$ cat config.mk
export PLATFORM = sky130hd
export DESIGN_NAME = xbar_rx_deframer_flat
export DESIGN_NICKNAME = d
export VERILOG_FILES = /design/src/rtl/xbar_rx_deframer_if.sv /design/src/rtl/xbar_rx_deframer.sv /design/src/flat_wrapper.sv
export SDC_FILE = /design/constraint.sdc
export NUM_CORES = 1
export LEC_CHECK = 0
export ABC_CLOCK_PERIOD_IN_PS = 2100
export CORE_ASPECT_RATIO = 0.7
export CORE_MARGIN = 2
export CORE_UTILIZATION = 57
export CTS_CLUSTER_SIZE = 14
export DETAILED_ROUTE_END_ITERATION = 8
export GPL_ROUTABILITY_DRIVEN = 0
export PLACE_DENSITY = 0.82
export SLEW_MARGIN = 20
export SYNTH_ARGS = -nofsm -noshare
export SYNTH_HDL_FRONTEND = slang
export SYNTH_SLANG_ARGS = --single-unit
$ cat constraint.sdc
create_clock -name clk -period 2.1 [get_ports clk]
set_clock_uncertainty 0.05 [all_clocks]
set_input_delay 0.42 -clock clk [delete_from_list [all_inputs] [get_ports clk]]
set_output_delay 0.42 -clock clk [all_outputs]
set_load 0.1 [all_outputs]
$ cat src/rtl/xbar_rx_deframer_if.sv
// Packet stream from one port's receive deframer to the crossbar input logic.
// The master drives the FIFO head (data, destination, valid) and the slave answers with ready.
interface xbar_rx_deframer_if #(
    parameter int PACKET_WIDTH = 8,
    parameter int PORTS        = 4
);
    logic [2*PACKET_WIDTH-1:0]  out_data;
    logic [$clog2(PORTS)-1:0]   out_dest;
    logic                       out_valid;
    logic                       out_ready;

    modport master (
        output out_data,
        output out_dest,
        output out_valid,
        input  out_ready
    );

    modport slave (
        input  out_data,
        input  out_dest,
        input  out_valid,
        output out_ready
    );
endinterface

$ cat src/rtl/xbar_rx_deframer.sv
// Per-port serial receiver: deframes start/data/stop bytes, pairs them into {header,payload}, buffers them in a FIFO.
// Optional feature macro XBAR_RX_PARITY_EN: an even-parity bit follows the data bits.
module xbar_rx_deframer #(
    parameter int PACKET_WIDTH = 8,
    parameter int PORTS        = 4,
    parameter int FIFO_DEPTH   = 4
) (
    input  logic                          clk,
    input  logic                          rst,
    input  logic                          bit_en,
    input  logic                          serial_in,
    output logic [PACKET_WIDTH-1:0]       decoded_out,
    output logic                          byte_valid,
    output logic [$clog2(FIFO_DEPTH):0]   fifo_count,
    output logic                          frame_err,
    output logic                          overflow,
    xbar_rx_deframer_if.master            bus
);

    localparam int DEST_W = $clog2(PORTS);
    localparam int PTR_W  = $clog2(FIFO_DEPTH);
    localparam int CNT_W  = PTR_W + 1;
    localparam int BCNT_W = $clog2(PACKET_WIDTH);
    localparam int PKT_W  = 2 * PACKET_WIDTH;
    localparam logic [BCNT_W-1:0] BIT_LAST = BCNT_W'(PACKET_WIDTH - 1);
    localparam logic [CNT_W-1:0]  FULL_CNT = CNT_W'(FIFO_DEPTH);

`ifdef XBAR_RX_PARITY_EN
    typedef enum logic [1:0] {
        ST_IDLE = 2'd0,
        ST_DATA = 2'd1,
        ST_PAR  = 2'd2,
        ST_STOP = 2'd3
    } state_t;

    function automatic logic even_parity(input logic [PACKET_WIDTH-1:0] d);
        return ^d;
    endfunction
`else
    typedef enum logic [1:0] {
        ST_IDLE = 2'd0,
        ST_DATA = 2'd1,
        ST_STOP = 2'd3
    } state_t;
`endif

    state_t                    state_r;
    state_t                    next_state_s;
    logic [BCNT_W-1:0]         bit_cnt_r;
    logic [PACKET_WIDTH-1:0]   shift_r;
    logic [PACKET_WIDTH-1:0]   header_r;
    logic                      pending_r;
    logic [PACKET_WIDTH-1:0]   decoded_r;
    logic                      byte_valid_r;
    logic                      frame_err_r;
    logic                      push_r;
    logic [PKT_W-1:0]          push_data_r;
    logic                      par_ok_s;
    logic                      stop_sample_s;
    logic                      frame_good_s;
    logic                      frame_bad_s;

    logic [PKT_W-1:0]          mem_r [FIFO_DEPTH];
    logic [PTR_W-1:0]          wr_ptr_r;
    logic [PTR_W-1:0]          rd_ptr_r;
    logic [CNT_W-1:0]          count_r;
    logic [PKT_W-1:0]          out_data_r;
    logic                      out_valid_r;
    logic                      overflow_r;
    logic                      pop_s;
    logic                      full_s;
    logic                      push_ok_s;
    logic                      drop_s;
    logic [CNT_W-1:0]          count_next_s;
    logic [PTR_W-1:0]          rd_next_s;
    logic                      head_valid_s;

`ifdef XBAR_RX_PARITY_EN
    logic par_ok_r;
    assign par_ok_s = par_ok_r;
`else
    assign par_ok_s = 1'b1;
`endif

    // Frame state register.
    always_ff @(posedge clk) begin
        if (rst) begin
            state_r <= ST_IDLE;
        end else begin
            state_r <= next_state_s;
        end
    end

    // Next-state logic; the line only advances on bit-sample strobes.
    always_comb begin
        next_state_s = state_r;
        if (bit_en) begin
            case (state_r)
                ST_IDLE: begin
                    if (!serial_in) next_state_s = ST_DATA;
                    else            next_state_s = ST_IDLE;
                end
                ST_DATA: begin
                    if (bit_cnt_r == BIT_LAST) begin
`ifdef XBAR_RX_PARITY_EN
                        next_state_s = ST_PAR;
`else
                        next_state_s = ST_STOP;
`endif
                    end else begin
                        next_state_s = ST_DATA;
                    end
                end
`ifdef XBAR_RX_PARITY_EN
                ST_PAR:  next_state_s = ST_STOP;
`endif
                ST_STOP: next_state_s = ST_IDLE;
                default: next_state_s = ST_IDLE;
            endcase
        end else begin
            next_state_s = state_r;
        end
    end

    // Stop-bit verdict for the byte currently in the shift register.
    always_comb begin
        stop_sample_s = bit_en && (state_r == ST_STOP);
        frame_good_s  = 1'b0;
        frame_bad_s   = 1'b0;
        if (stop_sample_s) begin
            frame_good_s = serial_in && par_ok_s;
            frame_bad_s  = !(serial_in && par_ok_s);
        end else begin
            frame_good_s = 1'b0;
            frame_bad_s  = 1'b0;
        end
    end

    // Bit shifting, byte capture and header/payload pairing.
    always_ff @(posedge clk) begin
        if (rst) begin
            bit_cnt_r    <= '0;
            shift_r      <= '0;
            header_r     <= '0;
            pending_r    <= 1'b0;
            decoded_r    <= '0;
            byte_valid_r <= 1'b0;
            frame_err_r  <= 1'b0;
            push_r       <= 1'b0;
            push_data_r  <= '0;
`ifdef XBAR_RX_PARITY_EN
            par_ok_r     <= 1'b0;
`endif
        end else begin
            byte_valid_r <= 1'b0;
            frame_err_r  <= 1'b0;
            push_r       <= 1'b0;
            if (bit_en && (state_r == ST_IDLE)) begin
                bit_cnt_r <= '0;
            end
            if (bit_en && (state_r == ST_DATA)) begin
                shift_r   <= {serial_in, shift_r[PACKET_WIDTH-1:1]};
                bit_cnt_r <= bit_cnt_r + BCNT_W'(1);
            end
`ifdef XBAR_RX_PARITY_EN
            if (bit_en && (state_r == ST_PAR)) begin
                par_ok_r <= (serial_in == even_parity(shift_r));
            end
`endif
            if (frame_good_s) begin
                decoded_r    <= shift_r;
                byte_valid_r <= 1'b1;
                if (pending_r) begin
                    push_r      <= 1'b1;
                    push_data_r <= {header_r, shift_r};
                    pending_r   <= 1'b0;
                end else begin
                    header_r  <= shift_r;
                    pending_r <= 1'b1;
                end
            end else if (frame_bad_s) begin
                frame_err_r <= 1'b1;
                pending_r   <= 1'b0;
            end
        end
    end

    // FIFO control; the head register is loaded from contents excluding this cycle's push.
    always_comb begin
        pop_s        = out_valid_r && bus.out_ready;
        full_s       = (count_r == FULL_CNT);
        push_ok_s    = push_r && (!full_s || pop_s);
        drop_s       = push_r && full_s && !pop_s;
        rd_next_s    = rd_ptr_r + PTR_W'(pop_s);
        head_valid_s = ((count_r - CNT_W'(pop_s)) != '0);
        case ({push_ok_s, pop_s})
            2'b10:   count_next_s = count_r + CNT_W'(1);
            2'b01:   count_next_s = count_r - CNT_W'(1);
            default: count_next_s = count_r;
        endcase
    end

    // Packet storage.
    always_ff @(posedge clk) begin
        if (push_ok_s) begin
            mem_r[wr_ptr_r] <= push_data_r;
        end
    end

    // FIFO pointers, occupancy and registered head.
    always_ff @(posedge clk) begin
        if (rst) begin
            wr_ptr_r    <= '0;
            rd_ptr_r    <= '0;
            count_r     <= '0;
            out_data_r  <= '0;
            out_valid_r <= 1'b0;
            overflow_r  <= 1'b0;
        end else begin
            if (push_ok_s) begin
                wr_ptr_r <= wr_ptr_r + PTR_W'(1);
            end
            rd_ptr_r    <= rd_next_s;
            count_r     <= count_next_s;
            overflow_r  <= drop_s;
            out_valid_r <= head_valid_s;
            if (head_valid_s) begin
                out_data_r <= mem_r[rd_next_s];
            end else begin
                out_data_r <= '0;
            end
        end
    end

    assign decoded_out   = decoded_r;
    assign byte_valid    = byte_valid_r;
    assign frame_err     = frame_err_r;
    assign overflow      = overflow_r;
    assign fifo_count    = count_r;
    assign bus.out_data  = out_data_r;
    assign bus.out_dest  = out_data_r[PACKET_WIDTH +: DEST_W];
    assign bus.out_valid = out_valid_r;

endmodule

$ cat src/flat_wrapper.sv
// flat-port wrapper written by rule: the top's interface ports become plain ports
module xbar_rx_deframer_flat 
#(
    parameter int PACKET_WIDTH = 8,
    parameter int PORTS        = 4,
    parameter int FIFO_DEPTH   = 4
)
  (clk, rst, bit_en, serial_in, decoded_out, byte_valid, fifo_count, frame_err, overflow, bus_out_data, bus_out_dest, bus_out_valid, bus_out_ready);
  xbar_rx_deframer_if #(.PACKET_WIDTH(PACKET_WIDTH), .PORTS(PORTS)) bus_i ();
  input  logic clk;
  input  logic rst;
  input  logic bit_en;
  input  logic serial_in;
  output logic [PACKET_WIDTH-1:0] decoded_out;
  output logic byte_valid;
  output logic [$clog2(FIFO_DEPTH):0] fifo_count;
  output logic frame_err;
  output logic overflow;
  output wire logic [$bits(bus_i.out_data)-1:0] bus_out_data;
  output wire logic [$bits(bus_i.out_dest)-1:0] bus_out_dest;
  output wire logic [$bits(bus_i.out_valid)-1:0] bus_out_valid;
  input wire logic [$bits(bus_i.out_ready)-1:0] bus_out_ready;
  assign bus_out_data = bus_i.out_data;
  assign bus_out_dest = bus_i.out_dest;
  assign bus_out_valid = bus_i.out_valid;
  assign bus_i.out_ready = bus_out_ready;
  xbar_rx_deframer #(.PACKET_WIDTH(PACKET_WIDTH), .PORTS(PORTS), .FIFO_DEPTH(FIFO_DEPTH)) u_core (.clk(clk), .rst(rst), .bit_en(bit_en), .serial_in(serial_in), .decoded_out(decoded_out), .byte_valid(byte_valid), .fifo_count(fifo_count), .frame_err(frame_err), .overflow(overflow), .bus(bus_i));
endmodule
* Yosys cells after proc, flatten, opt, wreduce, memory -nomap -nowiden *
Memories as Yosys holds them, arrays and structs flattened. A register that Yosys moved wholly into a read port is not among the register bits.
Cells that the tools add are included.

word-level totals
  output and inout bits = 33
  logic and storage cells = 68
  memories kept = 1
  bits in writable memories = 64
  bits in registers = 58
  input bits = 5

operators by class
  equal/unequal tests = 6
  reduce and logical (&&, ||, !) cells = 21
  bitwise operators = 3
  multiplexer cells = 16
  add/sub/neg operators = 6

memories
  name          depth  bits a word  read ports  clocked after Yosys merged registers in  write ports  line                    text
  u_core.mem_r  4      16           1           1                                        1            xbar_rx_deframer.sv:63  logic [PKT_W-1:0] mem_r [FIFO_DEPTH];

operators with widths
  kind                                                                    number
  1-bit two-way mux                                                       11
  1-bit logical AND                                                       7
  3-bit by 1-bit adder with 3-bit output (second input constant)          2
  3-bit equality test (second input constant)                             2
  3-bit two-way mux                                                       2
  3-bit case mux with 2 select lines                                      1
  2-bit nonzero test                                                      3
  2-bit OR reduction                                                      3
  2-bit by 1-bit equality test with 1-bit output (second input constant)  2
  2-bit equality test (second input constant)                             2
  2-bit case mux with 2 select lines                                      1
  2-bit AND reduction                                                     2
  1-bit logical NOT                                                       3
  1-bit inverter                                                          3
  3-bit nonzero test                                                      1
  3-bit by 1-bit subtractor with 3-bit output                             1
  3-bit by 1-bit subtractor with 3-bit output (second input constant)     1
  2-bit by 1-bit adder with 2-bit output                                  1
  2-bit by 1-bit adder with 2-bit output (second input constant)          1
  2-bit logical NOT                                                       1
  2-bit two-way mux                                                       1
  1-bit logical OR                                                        1

* Longest topological paths before layout *
Gate-level depths: netlist of the first run.

  depth after elaboration = 6
  mapped depth = 7
  depth with buffers taken out = 6

* Least setup slack after synthesis of the first run *
No wires, ideal clock.

  path kind = reg2reg
  from = register u_core.count_r[1], in the netlist u_core.fifo_count[1]
  to = memory u_core.mem_r[0][0] (netlist bit) (enable)
  cell stages (with the launch flop) = 4
  arrival time = 2.132 ns
  buffers on the path = 0
  slack = -0.456 ns
  cells stage by stage = dfxtp_1 inv_1 a41oi_1 and2_1

between the ends
  longest elaborated chain between the ends = 6

ends and longest elaborated chain
  element                                  line                     text
  start: declaration                       xbar_rx_deframer.sv:66   logic [CNT_W-1:0] count_r;
  start signal: assignment                 xbar_rx_deframer.sv:224  count_r <= count_next_s;
  3-bit equality test                      xbar_rx_deframer.sv:191  full_s = (count_r == FULL_CNT);
  1-bit logical NOT                        xbar_rx_deframer.sv:192  push_ok_s = push_r && (!full_s || pop_s);
  1-bit logical OR                         xbar_rx_deframer.sv:192
  1-bit logical AND                        xbar_rx_deframer.sv:192
  1-bit two-way mux                        xbar_rx_deframer.sv:205  if (push_ok_s) begin
  1-bit two-way mux (not written as such)  xbar_rx_deframer.sv:206  mem_r[wr_ptr_r] <= push_data_r;
  end: declaration                         xbar_rx_deframer.sv:63

No other way between the ends.

* Worst setup path after layout of the first run *
  from = register u_core.out_valid_r, in the netlist u_core.bus.out_valid
  to = register u_core.out_data_r[4], in the netlist u_core.bus.out_data[4], read port of u_core.mem_r

between the ends
  elaborated cells between the ends (all ways) = 6
  those cells by class = add/sub: 2; bitwise: 1; reduce/logical: 3

RTL lines
  element                                 line                     text
  start: declaration                      xbar_rx_deframer.sv:68   logic out_valid_r;
  start signal: assignment                xbar_rx_deframer.sv:226  out_valid_r <= head_valid_s;
  1-bit logical AND                       xbar_rx_deframer.sv:190  pop_s = out_valid_r && bus.out_ready;
  2-bit by 1-bit adder with 2-bit output  xbar_rx_deframer.sv:194  rd_next_s = rd_ptr_r + PTR_W'(pop_s);
  net u_core.rd_next_s[0]                 xbar_rx_deframer.sv:75   logic [PTR_W-1:0] rd_next_s;
  end: declaration                        xbar_rx_deframer.sv:67   logic [PKT_W-1:0] out_data_r;

The timed path passes the listed nets, and every way through them passes these cells.
A chain may end at the register's enable or synchronous reset.

==> results of run 1 <==
==> area by class of cell <==
class	count	area share, %
Clock buffer	21	7.39
Clock inverter	11	1.92
Inverter	11	0.661
Multi-Input combinational cell	218	24.6
Sequential cell	138	54.6
Tap cell	120	2.40
Timing Repair Buffer	56	8.45
==> registers in the layout, summed over array words and instances, names as in the netlist <==
register and flops:
u_core.decoded_out 8, u_core.frame_err 1, u_core.rd_ptr_r 2, u_core.mem_r 64, u_core.byte_valid 1, u_core.wr_ptr_r 2
u_core.bus.out_data 16, u_core.push_r 1, u_core.overflow 1, u_core.pending_r 1, u_core.state_r 2, u_core.header_r 8
u_core.fifo_count 3, u_core.bit_cnt_r 3, u_core.push_data_r 16, u_core.shift_r 8, u_core.bus.out_valid 1
==> power by group through the flow <==
stage / Sequential [uW] / Combinational [uW] / Clock (uW)
final: 2800 / 48.7 / 2880
after global routing: 2800 / 53.7 / 3040
after CTS: 2800 / 48.7 / 2910
after detailed placement: 2850 / 47.3 / 0
after global placement: 2850 / 45.3 / 0
after floorplan: 2850 / 33.5 / 0
==> logic make-up after synthesis <==
family	Yosys count	share of synthesized area, %
muxes	21	8.09
buffers and inverters	38	3.52
AOI/OAI and AO/OA	78	8.51
xor gates and xnor gates	1	0.318
and+or+nand+nor	110	10.9
adders and majority gates	8	2.10
DFF	138	66.5
==> path summary, 6_finish.rpt <==
check                                              end  cells past startpoint
worst min-delay path                   u_core.overflow                      2
worst min register to register     u_core.bit_cnt_r[2]                      2
worst max-delay path            u_core.bus.out_data[4]                      6
worst max register to register  u_core.bus.out_data[4]                      6
==> worst max-delay path, cell delays in order, from the launching register on <==
cell	delay, ps
dfxtp_4	370
nand2_1	100
inv_1	50
ha_1	320
buf_12	200
mux4_2	510
and2b_1	160
==> synthesized netlist by cell type (7+ instances only) <==
library cell  number  area, um2
a21oi_1           45        225
edfxtp_1          64       1920
nor2b_1           18        113
nor2_1             7       26.3
nand3_1           35        175
ha_1               7       87.6
nand2_1           31        116
clkbuf_1          13       48.8
inv_1             11       41.3
o21ai_0           25        125
mux4_2            16        360
dfxtp_1           74       1480
==> through the flow <==
stage	hold WS (ps)	std cells	setup TNS [ps]	instance area, um2
finish	255	575	0	6250
global route	279	575	0	6250
CTS	248	575	0	6250
detailed placement	405	543	-13740	5670
global placement	394	543	-12720	5670
floorplan	386	394	0	5130
==> routing by layer <==
layer / global-route usage (%) / share of wire, %
met3: 5.84 / 5.8
met1: 29.5 / 45
met5: 0 / 0
met4: 10.1 / 2.2
met2: 32.3 / 47
==> flow_summary_export.csv, run 1 <==
group,metric,value,unit
status,outcome,"completed",
cells_and_area,drive_gt1_share,24.4,%
cts,cts-buffers-inserted,17,
power,totalPowerFinal,5730,uW
floorplan,start_util,59.6,%
placement,port_buffers,37,
power,pwr-share-comb,0.9,%
setup_path,worstSetupPathType,"reg -> reg",
timing,fmax,533,MHz
detailed_routing,drt_iter0_markers,238,
logic_synthesis,synth.distinct_cells,37,
detailed_routing,wl,9740,um
cells_and_area,finalCoreUtilization,72.8,%
floorplan,die_w,117,um
setup_path,crit_required,2360,ps
logic_synthesis,netlist_area,0.00512,mm2
logic_synthesis,synthCells,394,
timing,slew_headroom,53.5,%
power,power.leakage,0.00238,uW
detailed_routing,firstDrtPassIters,4,
power,p_sw,1110,uW
flow_run,drv_cap,0,
setup_path,critPathArrivalTime,2130,ps
min_path,hp-class,"in -> reg",
cts,clk_pin_slew,60,ps
cells_and_area,seqCellArea,0.00341,mm2
cts,cts.sink_count,138,
global_route,antenna_found_initial,0,
cts,clockRootBuffer,"clkbuf_16",
power,sw_frac_of_total,19.4,%
logic_synthesis,yosysWarnings,0,
cells_and_area,most-common-layout-cells,"70 x dfxtp_1, 64 x edfxtp_1, 45 x a21oi_1, 44 x buf_4, 35 x nand3_1",
floorplan,dieHeight,83.3,um
logic_synthesis,synth_seq_cells,138,
timing,rsz0062_at_grt,"false",
power,p_seq_share,48.8,%
cells_and_area,nets,455,
global_route,grt_use_total,21.6,%
logic_synthesis,avgSynthCellArea,13.0,um2
detailed_routing,routed_via_density,5.63,
power,cell_internal_pwr,4620,uW
cts,cts_setup_buffers,0,
cts,hold_buffers,0,
logic_synthesis,seq_area_frac_synth,66.5,%
timing,tightestPinTransition,697,ps
detailed_routing,antenna_left,0,
timing,hold_violations,0,
setup_path,reg2reg_slack,220,ps
timing,finalCritPeriodShare,89.4,%
global_route,grt_max_degree,52,
timing,setup_viol,0,
cts,h-tree-depth,4,
logic_synthesis,synth-main-ff-cell,"dfxtp_1",
cells_and_area,syn_to_final_growth,22.2,%
floorplan,core-area,0.00858,mm2
cells_and_area,multiInputGateArea,0.00154,mm2
min_path,hold_start,"rst",
global_route,overflow,0,
cells_and_area,diodes,0,
cts,cts_resized,0,
detailed_routing,wl_per_cell,16.9,um
detailed_routing,drc,0,
floorplan,fp-row-count,28,
floorplan,io_pins,38,
setup_path,worstReg2RegStart,"u_core.bus.out_valid",
timing,min_period,1880,ps
timing,slew_viol_final,0,
global_route,grt_pass1_wl,15800,um
floorplan,die_area,0.00976,mm2
global_route,grt_pass1_vias,3087,
placement,post-dp-hpwl,5720,um
setup_path,crit_fanout,17,
cells_and_area,layout_commonest_cell,"dfxtp_1",
detailed_routing,vias,3240,
logic_synthesis,synth_edf_count,64,
power,power.density,917,mW/mm2
setup_path,crit_path_start,"u_core.bus.out_valid",
logic_synthesis,syn_nets,407,
timing,worst_slack,223,ps
cts,clk_latency,410,ps
power,max-vdd-ir-drop,597,uV
power,pwr-share-clk,50.3,%
setup_path,end_kind,"flip-flop",
cells_and_area,fillers,597,
logic_synthesis,async_flop_share,0,%
setup_path,critPathLaunchType,"flip-flop",
cts,cts.path.max_buffers,2,
cts,cts_tree,"built",
placement,dp_slack,-347,ps
No activity file was read; power rests on OpenSTA's default activity.
==> run 2: changes to the inputs <==
CAP_MARGIN = 40   (was default)
CORE_UTILIZATION = 62   (was 57)
DONT_BUFFER_PORTS = 1   (was default)
==> run 2 against run 1 <==
  * Routed wire length decreased by 2.0%
  * Clock power up 1%
  * Register-to-register slack worse by 40 ps
  * Die area decreased by 7.7%
  * Via count fell by 4.2%
  * First-iteration DRC count fell by 1.7%
  * Final cell count fell by 6.3%
  * Maximum frequency fell by 1.8%
  * Flip-flop and latch count unchanged
  * Global-route usage up 1.9 points
  * Design area is 3.5% lower
  * Worst hold slack worse by 230 ps
==> flow_summary_export.csv, run 2 (synthesis gave the netlist of run 1 again) <==
group,metric,value,unit
cells_and_area,final_cell_area,0.00603,mm2
cells_and_area,seqCellArea,0.00341,mm2
min_path,hold_end,"u_core.frame_err",
cts,h-tree-depth,4,
floorplan,start_util,64.4,%
detailed_routing,wl,9550,um
cells_and_area,largest-register,"u_core.mem_r",
timing,slew_headroom,48.9,%
floorplan,fp-row-count,27,
cts,cts.sink_count,138,
timing,fin_tns_setup,0,ps
cts,cts.path.max_buffers,2,
placement,dp.cells,507,
cells_and_area,nets,438,
cts,cts_setup_buffers,0,
power,power.leakage,0.00228,uW
cells_and_area,drive_gt1_share,22.6,%
cts,hold_buffers,0,
cts,clk_latency,420,ps
cells_and_area,multiInputGateArea,0.00154,mm2
detailed_routing,firstDrtPassIters,4,
floorplan,die_area,0.00901,mm2
setup_path,r2r_end,"u_core.bus.out_data[6]",
global_route,grt_pass1_vias,3072,
global_route,grt_max_degree,59,
cts,cts-buffers-inserted,17,
cts,clockRootBuffer,"clkbuf_16",
floorplan,io_pins,38,
setup_path,end_kind,"flip-flop",
cts,cts_resized,0,
setup_path,crit_fanout,17,
setup_path,reg2reg_slack,190,ps
global_route,overflow,0,
timing,tightestPinTransition,765,ps
floorplan,die_w,113,um
placement,post-dp-hpwl,5620,um
status,outcome,"completed",
cells_and_area,syn_to_final_growth,17.9,%
detailed_routing,wl_per_cell,17.7,um
cells_and_area,fin_cells,539,
timing,rsz0062_at_grt,"false",
floorplan,core-area,0.00794,mm2
cts,clk_pin_slew,60,ps
global_route,grt_pass1_wl,15500,um
placement,dp_slack,151,ps
timing,worst_slack,188,ps
global_route,antenna_found_initial,0,
detailed_routing,vias,3104,
timing,slew_viol_final,0,
global_route,grt_use_total,23.5,%
timing,setup_viol,0,
flow_run,drv_cap,0,
setup_path,critPathLaunchType,"flip-flop",
min_path,hold_start,"serial_in",
setup_path,crit_required,2360,ps
setup_path,critPathArrivalTime,2170,ps
timing,min_period,1910,ps
timing,hold_violations,0,
cts,cts_tree,"built",
cells_and_area,fillers,482,
cells_and_area,largest_reg_flops,64,
cells_and_area,layout_commonest_cell,"dfxtp_1",
detailed_routing,drc,0,
cells_and_area,most-common-layout-cells,"68 x dfxtp_1, 64 x edfxtp_1, 45 x a21oi_1, 36 x buf_4, 35 x nand3_1",
power,max-vdd-ir-drop,850,uV
detailed_routing,antenna_left,0,
cells_and_area,diodes,0,
floorplan,dieHeight,80,um
power,power.density,951,mW/mm2
min_path,hp-class,"in -> reg",
timing,finalCritPeriodShare,91.0,%
setup_path,worstSetupPathType,"reg -> reg",
timing,fmax,523,MHz
placement,port_buffers,0,
detailed_routing,drt_iter0_markers,234,
placement,post_dp_cell_area,0.00545,mm2
min_path,hold_depth,1,
detailed_routing,routed_via_density,5.76,
setup_path,worstReg2RegStart,"u_core.bus.out_valid",
setup_path,reg2reg_depth,6,
## run 2: how the worst max path moves through the flow
stage | depth (start not counted) | endpoint | from | slack [ps]
2_1_floorplan | 7 | u_core.bus.out_data[10] | u_core.bus.out_valid | 70
3_3_place_gp | 6 | u_core.bus.out_data[4] | bus_out_ready | 200
3_5_place_dp | 6 | u_core.bus.out_data[4] | bus_out_ready | 150
4_1_cts | 6 | u_core.bus.out_data[6] | u_core.bus.out_valid | 190
5_1_grt | 6 | u_core.bus.out_data[6] | u_core.bus.out_valid | 130
6_report | 6 | u_core.bus.out_data[6] | u_core.bus.out_valid | 190
## run 2: cell type report
class	count	area share, %
Clock inverter	14	2.55
Timing Repair Buffer	39	5.48
Multi-Input combinational cell	218	25.5
Tap cell	101	2.09
Inverter	11	0.685
Sequential cell	138	56.6
Clock buffer	18	7.11
## run 2: critical path: stages, from the launching register on
cell and delay, ps:
dfxtp_4 340, nand2_1 130, inv_1 70, ha_1 320, buf_12 200, mux4_2 510
nor2b_1 170
## run 2: stage by stage
step	total power [uW]	utilization [%]	hold slack [ps]
after floorplan	2880	-	386
final	5740	76.0	23.1
after global placement	2870	68.6	389
after detailed placement	2870	68.6	393
after CTS	5780	76.0	5.54
after global routing	5890	76.0	2.90
## run 2: where the power goes
part	switching, uW	internal [uW]	leakage, uW
clock	1080	1850	0.000281
sequential	7.14	2790	0.00134
combinational	11.3	6.71	0.000652
total	1100	4640	0.00228
## run 2: routing by layer
metal  wire, um  up-vias  part of all wire [%]  track usage, %
met2       4680       84                    49            38.2
li1           -     1492                     -               -
met1       4080     1509                    43            27.9
met3        563       19                   5.9            9.11
met5          0        -                     0               0
met4        225        0                   2.4            11.0
==> run 3: changes to the inputs <==
CORE_UTILIZATION = 65   (was 62)
CTS_BUF_LIST = sky130_fd_sc_hd__clkbuf_4   (was default)
GPL_TIMING_DRIVEN = 0   (was default)
PLACE_DENSITY = 0.85   (was 0.82)
SLEW_MARGIN = 40   (was 20)
==> run 3 against run 2 <==
  * First-iteration DRC count increased by 49%
  * Sequential share of layout area increased by 3.3 points
  * Power decreased by 16%
  * Flip-flop and latch count unchanged
  * Critical endpoint is now u_core.bus.out_data[14]
  * Highest routed layer unchanged
==> flow_summary_export.csv, run 3 (synthesis gave the netlist of run 1 again) <==
group,metric,value,unit
cts,cts-buffers-inserted,17,
floorplan,die_w,110,um
cells_and_area,most-common-layout-cells,"64 x edfxtp_1, 45 x a21oi_1, 43 x dfxtp_1, 35 x nand3_1, 30 x nand2_1",
placement,dp.cells,495,
setup_path,end_kind,"flip-flop",
timing,finalCritPeriodShare,96.2,%
global_route,grt_pass1_vias,3091,
floorplan,dieHeight,78.2,um
cts,cts.sink_count,138,
cts,h-tree-depth,4,
floorplan,die_area,0.00861,mm2
cts,clk_latency,510,ps
power,power.leakage,0.00210,uW
floorplan,start_util,66.1,%
global_route,grt_max_degree,17,
cells_and_area,layout_commonest_cell,"edfxtp_1",
cells_and_area,largest-register,"u_core.mem_r",
global_route,met2_usage,36.0,%
detailed_routing,drc,0,
cells_and_area,drive_gt1_share,24.3,%
flow_run,drv_cap,0,
setup_path,worstSetupPathType,"reg -> reg",
global_route,met3_usage,7.39,%
floorplan,core-area,0.00774,mm2
detailed_routing,vias,3199,
global_route,grt-busiest-layer,"met2",
timing,setup_viol,0,
detailed_routing,wl,9880,um
timing,rsz0062_at_grt,"false",
power,totalPowerFinal,4810,uW
global_route,grt.met1_usage,35.6,%
timing,slew_headroom,58.2,%
status,outcome,"completed",
global_route,grt_pass1_wl,15700,um
timing,worst_slack,80.6,ps
setup_path,crit_required,2460,ps
cts,cts.path.max_buffers,2,
global_route,overflow,0,
cells_and_area,fin_cells,533,
detailed_routing,wl_per_cell,18.5,um
detailed_routing,routed_via_density,6.00,
cells_and_area,nets,432,
timing,finalHoldWorstSlack,57.9,ps
cts,clockRootBuffer,"clkbuf_4",
detailed_routing,antenna_left,0,
detailed_routing,drt_iter0_markers,349,
placement,post-dp-hpwl,6340,um
global_route,antenna_found_initial,0,
timing,slew_viol_final,0,
power,power.density,833,mW/mm2
setup_path,critPathLaunchType,"flip-flop",
cts,cts_tree,"built",
floorplan,io_pins,38,
setup_path,critPathArrivalTime,2380,ps
detailed_routing,firstDrtPassIters,5,
floorplan,fp-row-count,27,
timing,min_period,2020,ps
placement,dp_slack,-272,ps
cells_and_area,diodes,0,
timing,fmax,495,MHz
global_route,grt_use_total,25.1,%
cts,clk_pin_slew,110,ps
setup_path,crit_fanout,10,
cells_and_area,largest_reg_flops,64,
timing,tightestPinTransition,626,ps
min_path,hp-class,"in -> reg",
placement,port_buffers,0,
cells_and_area,syn_to_final_growth,12.8,%
timing,hold_violations,0,
power,max-vdd-ir-drop,605,uV
## run 3: layer usage
metal | wire (um) | part of all wire (%)
met3 | 675 | 6.8
met4 | 167 | 1.7
met1 | 4430 | 45
met5 | 0 | 0
met2 | 4600 | 47
## run 3: per-stage QoR
| stage | TNS, ps | util (%) | instance area, um2 |
|---|---|---|---|
| after floorplan | 0 | - | 5130 |
| after global placement | -18180 | 67.9 | 5260 |
| after detailed placement | -19960 | 68.4 | 5290 |
| after CTS | 0 | 74.4 | 5760 |
| after global routing | 0 | 74.6 | 5770 |
| final | 0 | 74.6 | 5770 |
## run 3: path summary, 6_finish.rpt
path / start / endpoint / slack [ps] / depth (start not counted)
worst min-delay path: bus_out_ready / u_core.overflow / 60 / 2
worst max-delay path: u_core.bus.out_valid / u_core.bus.out_data[14] / 80 / 7
worst min register to register: u_core.bit_cnt_r[2] / u_core.bit_cnt_r[2] / 420 / 2
worst max register to register: u_core.bus.out_valid / u_core.bus.out_data[14] / 80 / 7
## run 3: worst max-delay path: stages, from the launching register on
cell	delay [ps]
dfxtp_4	490
nand2_4	140
inv_1	50
ha_1	290
buf_8	120
buf_12	140
mux4_2	500
nor2b_1	140
## run 3: layout make-up
| class | count | area [um2] |
|---|---|---|
| Tap cell | 101 | 126 |
| Inverter | 11 | 41.3 |
| Sequential cell | 138 | 3450 |
| Clock buffer | 18 | 135 |
| Multi-Input combinational cell | 218 | 1570 |
| Clock inverter | 14 | 201 |
| Buffer | 27 | 155 |
| Fill cell | 497 | 1960 |
| Timing Repair Buffer | 6 | 85.1 |
## run 3: power breakdown
| part | switching [uW] | internal (uW) | leakage (uW) |
|---|---|---|---|
| sequential | 3.55 | 2780 | 0.00136 |
| clock | 913 | 1060 | 0.000169 |
| combinational | 37.8 | 12.0 | 0.000570 |
## run 3: repair_timing
item                                   CTS  global route
endpoints found under the hold margin    2             0
cloned                                   0             0
pin swaps                                2             1
resized for setup                       14             4
setup endpoints to repair               81             3
setup buffers                            4             1
hold buffers                             1             0
